--- config.mk ---
export PLATFORM = sky130hd
export DESIGN_NAME = uart_tx_queue_flat
export DESIGN_NICKNAME = d
export VERILOG_FILES = /design/src/rtl/uart_tx_queue_pkg.sv /design/src/rtl/uart_tx_queue_if.sv /design/src/rtl/sync_fifo.sv /design/src/rtl/uart_tx_queue.sv /design/src/flat_wrapper.sv
export SDC_FILE = /design/constraint.sdc
export NUM_CORES = 1
export LEC_CHECK = 0
export ABC_CLOCK_PERIOD_IN_PS = 3700
export BUFFER_PORTS_ARGS = -buffer_cell sky130_fd_sc_hd__buf_2
export CAP_MARGIN = 20
export CELL_PAD_IN_SITES_DETAIL_PLACEMENT = 0
export CELL_PAD_IN_SITES_GLOBAL_PLACEMENT = 1
export CORE_ASPECT_RATIO = 0.5
export CORE_MARGIN = 3
export CORE_UTILIZATION = 40
export CTS_CLUSTER_SIZE = 30
export DETAILED_ROUTE_END_ITERATION = 6
export HOLD_SLACK_MARGIN = 0.02
export PLACE_DENSITY_LB_ADDON = 0.1
export SLEW_MARGIN = 15
export SYNTH_ARGS = -nofsm -noshare
export SYNTH_HDL_FRONTEND = slang
export SYNTH_SLANG_ARGS = --single-unit
--- constraint.sdc ---
create_clock -name clk -period 3.7 [get_ports clk]
set_input_delay 0.555 -clock clk [delete_from_list [all_inputs] [get_ports clk]]
set_output_delay 0.555 -clock clk [all_outputs]
set_load 0.02 [all_outputs]
--- src/rtl/uart_tx_queue_pkg.sv ---
// +----------------------------------------------------------------------+
// | uart_txq_pkg: status-word bit positions and default queue depth       |
// | Rev 1.0                                                               |
// +----------------------------------------------------------------------+
`default_nettype none

package uart_txq_pkg;

  localparam int DEFAULT_DEPTH = 16;

  // Shared with the SOC IO decode and the firmware header
  localparam int STAT_FULL_BIT = 9;
  localparam int STAT_IDLE_BIT = 10;
  localparam int STAT_OVF_BIT  = 11;

  function automatic logic [31:0] make_status(input logic full,
                                              input logic idle,
                                              input logic ovf);
    logic [31:0] w_word;
    w_word                = '0;
    w_word[STAT_FULL_BIT] = full;
    w_word[STAT_IDLE_BIT] = idle;
    w_word[STAT_OVF_BIT]  = ovf;
    return w_word;
  endfunction

endpackage

`default_nettype wire

--- src/rtl/uart_tx_queue_if.sv ---
// +----------------------------------------------------------------------+
// | uart_tx_queue_if: CPU write side, emitter handshake and status lines  |
// | Rev 1.0                                                               |
// +----------------------------------------------------------------------+
`default_nettype none

interface uart_tx_queue_if
  import uart_txq_pkg::*;
#(
  parameter int DEPTH = DEFAULT_DEPTH,
  parameter int LW    = $clog2(DEPTH) + 1
) ();

  logic          wr_valid;
  logic [7:0]    wr_data;
  logic          flush;
  logic          tx_valid;
  logic [7:0]    tx_data;
  logic          tx_ready;
  logic          full;
  logic [LW-1:0] level;
  logic          overflow;
  logic [31:0]   status;

  modport master (
    output wr_valid, wr_data, flush, tx_ready,
    input  tx_valid, tx_data, full, level, overflow, status
  );

  modport slave (
    input  wr_valid, wr_data, flush, tx_ready,
    output tx_valid, tx_data, full, level, overflow, status
  );

endinterface

`default_nettype wire

--- src/rtl/sync_fifo.sv ---
// +----------------------------------------------------------------------+
// | sync_fifo: generic circular buffer with flush, level and full/empty   |
// | Rev 1.0                                                               |
// +----------------------------------------------------------------------+
`default_nettype none

module sync_fifo #(
  parameter int WIDTH = 8,
  parameter int DEPTH = 16,
  parameter int LW    = $clog2(DEPTH) + 1
) (
  input  wire logic             clk,
  input  wire logic             resetn,
  input  wire logic             push,
  input  wire logic             pop,
  input  wire logic             flush,
  input  wire logic [WIDTH-1:0] din,
  output logic      [WIDTH-1:0] dout,
  output logic      [LW-1:0]    level,
  output logic                  full,
  output logic                  empty
);

  localparam int AW = $clog2(DEPTH);

  logic [WIDTH-1:0] r_mem [DEPTH];
  logic [AW-1:0]    r_rd_ptr;
  logic [AW-1:0]    r_wr_ptr;
  logic [LW-1:0]    r_level;

  always_ff @(posedge clk or negedge resetn) begin
    if (!resetn) begin
      r_rd_ptr <= '0;
      r_wr_ptr <= '0;
      r_level  <= '0;
    end else if (flush) begin
      r_rd_ptr <= '0;
      r_wr_ptr <= '0;
      r_level  <= '0;
    end else begin
      if (push) r_wr_ptr <= r_wr_ptr + AW'(1);
      if (pop)  r_rd_ptr <= r_rd_ptr + AW'(1);
      case ({push, pop})
        2'b10:   r_level <= r_level + LW'(1);
        2'b01:   r_level <= r_level - LW'(1);
        default: r_level <= r_level;
      endcase
    end
  end

  // A push on a full queue lands in the slot being popped this same edge
  always_ff @(posedge clk) begin
    if (push && !flush) r_mem[r_wr_ptr] <= din;
  end

  assign level = r_level;
  assign full  = (r_level == LW'(DEPTH));
  assign empty = (r_level == '0);
  assign dout  = empty ? '0 : r_mem[r_rd_ptr];

endmodule

`default_nettype wire

--- src/rtl/uart_tx_queue.sv ---
// +----------------------------------------------------------------------+
// | uart_tx_queue: buffered UART transmit queue with sticky overflow and  |
// | IO status word. Rev 1.0                                               |
// +----------------------------------------------------------------------+
`default_nettype none

module uart_tx_queue
  import uart_txq_pkg::*;
#(
  parameter int DEPTH = DEFAULT_DEPTH,
  parameter int LW    = $clog2(DEPTH) + 1
) (
  input wire logic        clk,
  input wire logic        resetn,
  uart_tx_queue_if.slave  bus
);

  logic          w_push;
  logic          w_pop;
  logic          w_full;
  logic          w_empty;
  logic          w_idle;
  logic [LW-1:0] w_level;
  logic [7:0]    w_dout;
  logic          r_overflow;

  assign w_pop  = !w_empty & bus.tx_ready;
  assign w_push = bus.wr_valid & (!w_full | w_pop);

  sync_fifo #(
    .WIDTH (8),
    .DEPTH (DEPTH),
    .LW    (LW)
  ) u_fifo (
    .clk    (clk),
    .resetn (resetn),
    .push   (w_push),
    .pop    (w_pop),
    .flush  (bus.flush),
    .din    (bus.wr_data),
    .dout   (w_dout),
    .level  (w_level),
    .full   (w_full),
    .empty  (w_empty)
  );

  // Sticky until flush: a write arrived while full and nothing left
  always_ff @(posedge clk or negedge resetn) begin
    if (!resetn) begin
      r_overflow <= 1'b0;
    end else if (bus.flush) begin
      r_overflow <= 1'b0;
    end else if (bus.wr_valid && w_full && !w_pop) begin
      r_overflow <= 1'b1;
    end
  end

  assign w_idle       = w_empty & bus.tx_ready;

  assign bus.tx_valid = !w_empty;
  assign bus.tx_data  = w_dout;
  assign bus.full     = w_full;
  assign bus.level    = w_level;
  assign bus.overflow = r_overflow;
  assign bus.status   = make_status(w_full, w_idle, r_overflow);

endmodule

`default_nettype wire

--- src/flat_wrapper.sv ---
// flat-port wrapper written by rule: the top's interface ports become plain ports
module uart_tx_queue_flat import uart_txq_pkg::*;
#(
  parameter int DEPTH = DEFAULT_DEPTH,
  parameter int LW    = $clog2(DEPTH) + 1
)
  (clk, resetn, bus_wr_valid, bus_wr_data, bus_flush, bus_tx_ready, bus_tx_valid, bus_tx_data, bus_full, bus_level, bus_overflow, bus_status);
  uart_tx_queue_if #(.DEPTH(DEPTH), .LW(LW)) bus_i ();
  input wire logic clk;
  input wire logic resetn;
  input wire logic [$bits(bus_i.wr_valid)-1:0] bus_wr_valid;
  input wire logic [$bits(bus_i.wr_data)-1:0] bus_wr_data;
  input wire logic [$bits(bus_i.flush)-1:0] bus_flush;
  input wire logic [$bits(bus_i.tx_ready)-1:0] bus_tx_ready;
  output wire logic [$bits(bus_i.tx_valid)-1:0] bus_tx_valid;
  output wire logic [$bits(bus_i.tx_data)-1:0] bus_tx_data;
  output wire logic [$bits(bus_i.full)-1:0] bus_full;
  output wire logic [$bits(bus_i.level)-1:0] bus_level;
  output wire logic [$bits(bus_i.overflow)-1:0] bus_overflow;
  output wire logic [$bits(bus_i.status)-1:0] bus_status;
  assign bus_i.wr_valid = bus_wr_valid;
  assign bus_i.wr_data = bus_wr_data;
  assign bus_i.flush = bus_flush;
  assign bus_i.tx_ready = bus_tx_ready;
  assign bus_tx_valid = bus_i.tx_valid;
  assign bus_tx_data = bus_i.tx_data;
  assign bus_full = bus_i.full;
  assign bus_level = bus_i.level;
  assign bus_overflow = bus_i.overflow;
  assign bus_status = bus_i.status;
  uart_tx_queue #(.DEPTH(DEPTH), .LW(LW)) u_core (.clk(clk), .resetn(resetn), .bus(bus_i));
endmodule
==> run_results.csv <==
group,metric,value,unit
clock_tree,clock_latency,0.41,ns
setup_path,cp_data_required_time,3.14,ns
flow_run,cap_violations,0,
sta,max_freq,334,MHz
clock_tree,clockBufferDepth,2,
setup_path,timing.rr.start,"u_core.u_fifo.level[0]",
sta,setup_violations,0,
grt,grt_pass1_wl,18200,um
floorplanning,dieWidth,182,um
final_layout,syn2layout_area_growth,13.4,%
drt,vias,3127,
floorplanning,boundaryPins,61,
floorplanning,core_area,14800,um^2
grt,grt_overflow,0,
setup_path,cp_top_family,"simple AND/OR/NAND/NOR gates",
setup_path,cp-start-kind,"register",
grt,antenna_found_initial,0,
sta,finalWorstPathRequiredPeriod,3.00,ns
power_and_ir_drop,ir_drop,0.306,mV
grt,grt_max_degree,33,
final_layout,layout-drive-gt1-share,28.7,%
clock_tree,clkTransAtPathRegs,0.06,ns
clock_tree,cts_made_buffers,17,
floorplanning,dieArea,17100,um^2
clock_tree,clock-root-buffer,"clkbuf_16",
clock_tree,cts.sinks,142,
logic_synthesis,async_flop_share,9.86,%
logic_synthesis,ys_ff_latch,142,
setup_path,worst_path_max_delay_cell,"dfrtp_1",
worst_hold_path,min_path_type,"in2async",
logic_synthesis,yosys.area.top_type_share,62.2,%
drt,avgViaCountPerCell,5.17,
sta,fin_setup_tns,0,ns
floorplanning,rows,31,
floorplanning,chipHeight,93.9,um
drt,ant_nets,0,
logic_synthesis,syn_area_per_cell,17.3,um^2
floorplanning,initial_core_util,41.8,%
clock_tree,htree_num_levels,4,
logic_synthesis,synth_ff_type,"edfxtp_1",
placed_design,place_congestion,0.804,
setup_path,cp.buffers_inverters,1,
sta,timing.final.hold_violations,0,
clock_tree,holdBufCountCts,0,
logic_synthesis,synth-edff-count,128,
logic_synthesis,synthTopCellsByArea,"edfxtp_1, mux4_2, dfrtp_1",
drt,wl,11600,um
clock_tree,cts_tree,"done",
final_layout,diodes,0,
logic_synthesis,synth_area,6180,um^2
final_layout,final_cell_mix,"edfxtp_1, mux4_2, buf_2",
setup_path,setup.worst_path.start,"u_core.u_fifo.level[0]",
sta,min_period_over_period,81.0,%
drt,drc,0,
sta,tightest_slew,1.00,ns
grt,grt_pass1_vias,3303,
setup_path,critPathMaxFanout,8,
setup_path,crit_path_cell_trace,"nor4_4, nand2_1, nand2b_1, o22ai_1, buf_2",
logic_synthesis,synth_area_leader_cell,"edfxtp_1",
clock_tree,cts-resized-gates,0,
drt,first_iter_violations,243,
final_layout,final_util,47.5,%
placed_design,port_buffers,31,
setup_path,cp-end-kind,"primary output",
logic_synthesis,yosys_warnings,0,
sta,rsz0062_at_grt,"no",
sta,final_max_slew_viol_count,0,
final_layout,nFillCells,1277,
sta,slew_headroom,32.8,%
status,status,"finished, final reports clean",
final_layout,nets,416,
clock_tree,cts_setup_buffers,0,
placed_design,dp_hpwl,7880,um
power_and_ir_drop,leakagePower,2.38,nW
logic_synthesis,synthCells,357,
setup_path,cpPeakStageDelay,0.47,ns
logic_synthesis,ys_types,42,
drt,wl_per_cell,19.1,um
final_layout,final_common_cell,"edfxtp_1",
setup_path,arrival,2.44,ns
grt,grt_usage,14.5,%
drt,drt-pass1-iter-count,4,
sta,clock_skew,0.00680,ns
power_and_ir_drop,p_per_area,644,nW/um^2
logic_synthesis,ys_seq_area_share,67.8,%
setup_path,criticalPathCategory,"reg2out",
final cells by class:
class	count	area, um^2	area share (%)
repair buffers	38	220	3.14
well taps	198	248	3.53
flip-flops and latches	142	4200	59.8
clock buffers	17	425	6.07
multi-input cells	185	1750	24.9
inverters	10	37.5	0.535
clock inverters	15	140	2.00
registers in the layout (all words and copies together) (netlist names):
name	cells
u_core.u_fifo.r_rd_ptr	4
u_core.u_fifo.r_mem	128
u_core.u_fifo.r_wr_ptr	4
u_core.bus.overflow	1
u_core.u_fifo.level	5
cell families after synthesis:
kind of cell	after synthesis	share of synthesized area, %
DFF	142	67.8
buffers and inverters	58	5.61
and+or+nand+nor	55	4.80
muxes	53	15.1
AOI/OAI and AO/OA	33	3.80
adders and majority gates	9	1.94
xor gates and xnor gates	6	0.850
other	1	0.0607
cells in the mapped netlist, types with 3 or more instances:
cell / instances
a31oi_1: 3
o22ai_1: 8
nor3_1: 5
o2111ai_1: 4
xnor2_1: 4
ha_1: 8
mux4_2: 32
mux2i_1: 19
edfxtp_1: 128
buf_2: 7
or3b_2: 3
dfrtp_1: 14
o211ai_1: 3
clkbuf_1: 7
nor2b_1: 3
buf_4: 32
inv_1: 10
nor2_1: 23
nand2_1: 4
o21ai_0: 3
a21oi_1: 5
or2_2: 4
nand3_1: 4
per-layer routing:
metal / vias up / track usage [%] / share of wire (%)
li1: 1422 / - / -
met1: 1604 / 19.5 / 47
met2: 91 / 23.0 / 47
met3: 10 / 4.06 / 5.7
met4: 0 / 4.94 / 0.82
met5: - / 0 / 0
through the flow:
step	power [mW]	hold WS (ns)	std cells	setup WS, ns	cell area (um^2)
6_report	4.52	0.0438	605	0.702	7010
5_1_grt	4.74	0.0544	605	0.551	7010
4_1_cts	4.57	0.0354	605	0.701	7010
3_5_place_dp	2.96	0.486	573	0.830	6450
3_3_place_gp	2.94	0.481	573	0.937	6450
2_1_floorplan	2.69	0.259	385	0.984	6290
power breakdown:
group          internal, mW  switching (mW)  total, mW  leakage [nW]
clock network         0.894           0.722       1.62         0.278
logic                 0.451           0.589       1.04         0.767
registers              1.79          0.0665       1.86          1.34
path summary, 6_finish.rpt:
kind | depth (start not counted) | endpoint | slack, ns
worst max-delay path | 5 | bus_tx_data[5] | 0.70
worst min-delay path | 1 | u_core.u_fifo.level[2] | 0.04
worst max register to register | 9 | u_core.u_fifo.level[4] | 0.82
worst min register to register | 2 | u_core.bus.overflow | 0.54
max in group asynchronous | 1 | u_core.u_fifo.r_rd_ptr[0] | 3.38
min in group clk | 3 | u_core.u_fifo.r_rd_ptr[1] | 0.52
(Power assumes the default switching activity.)
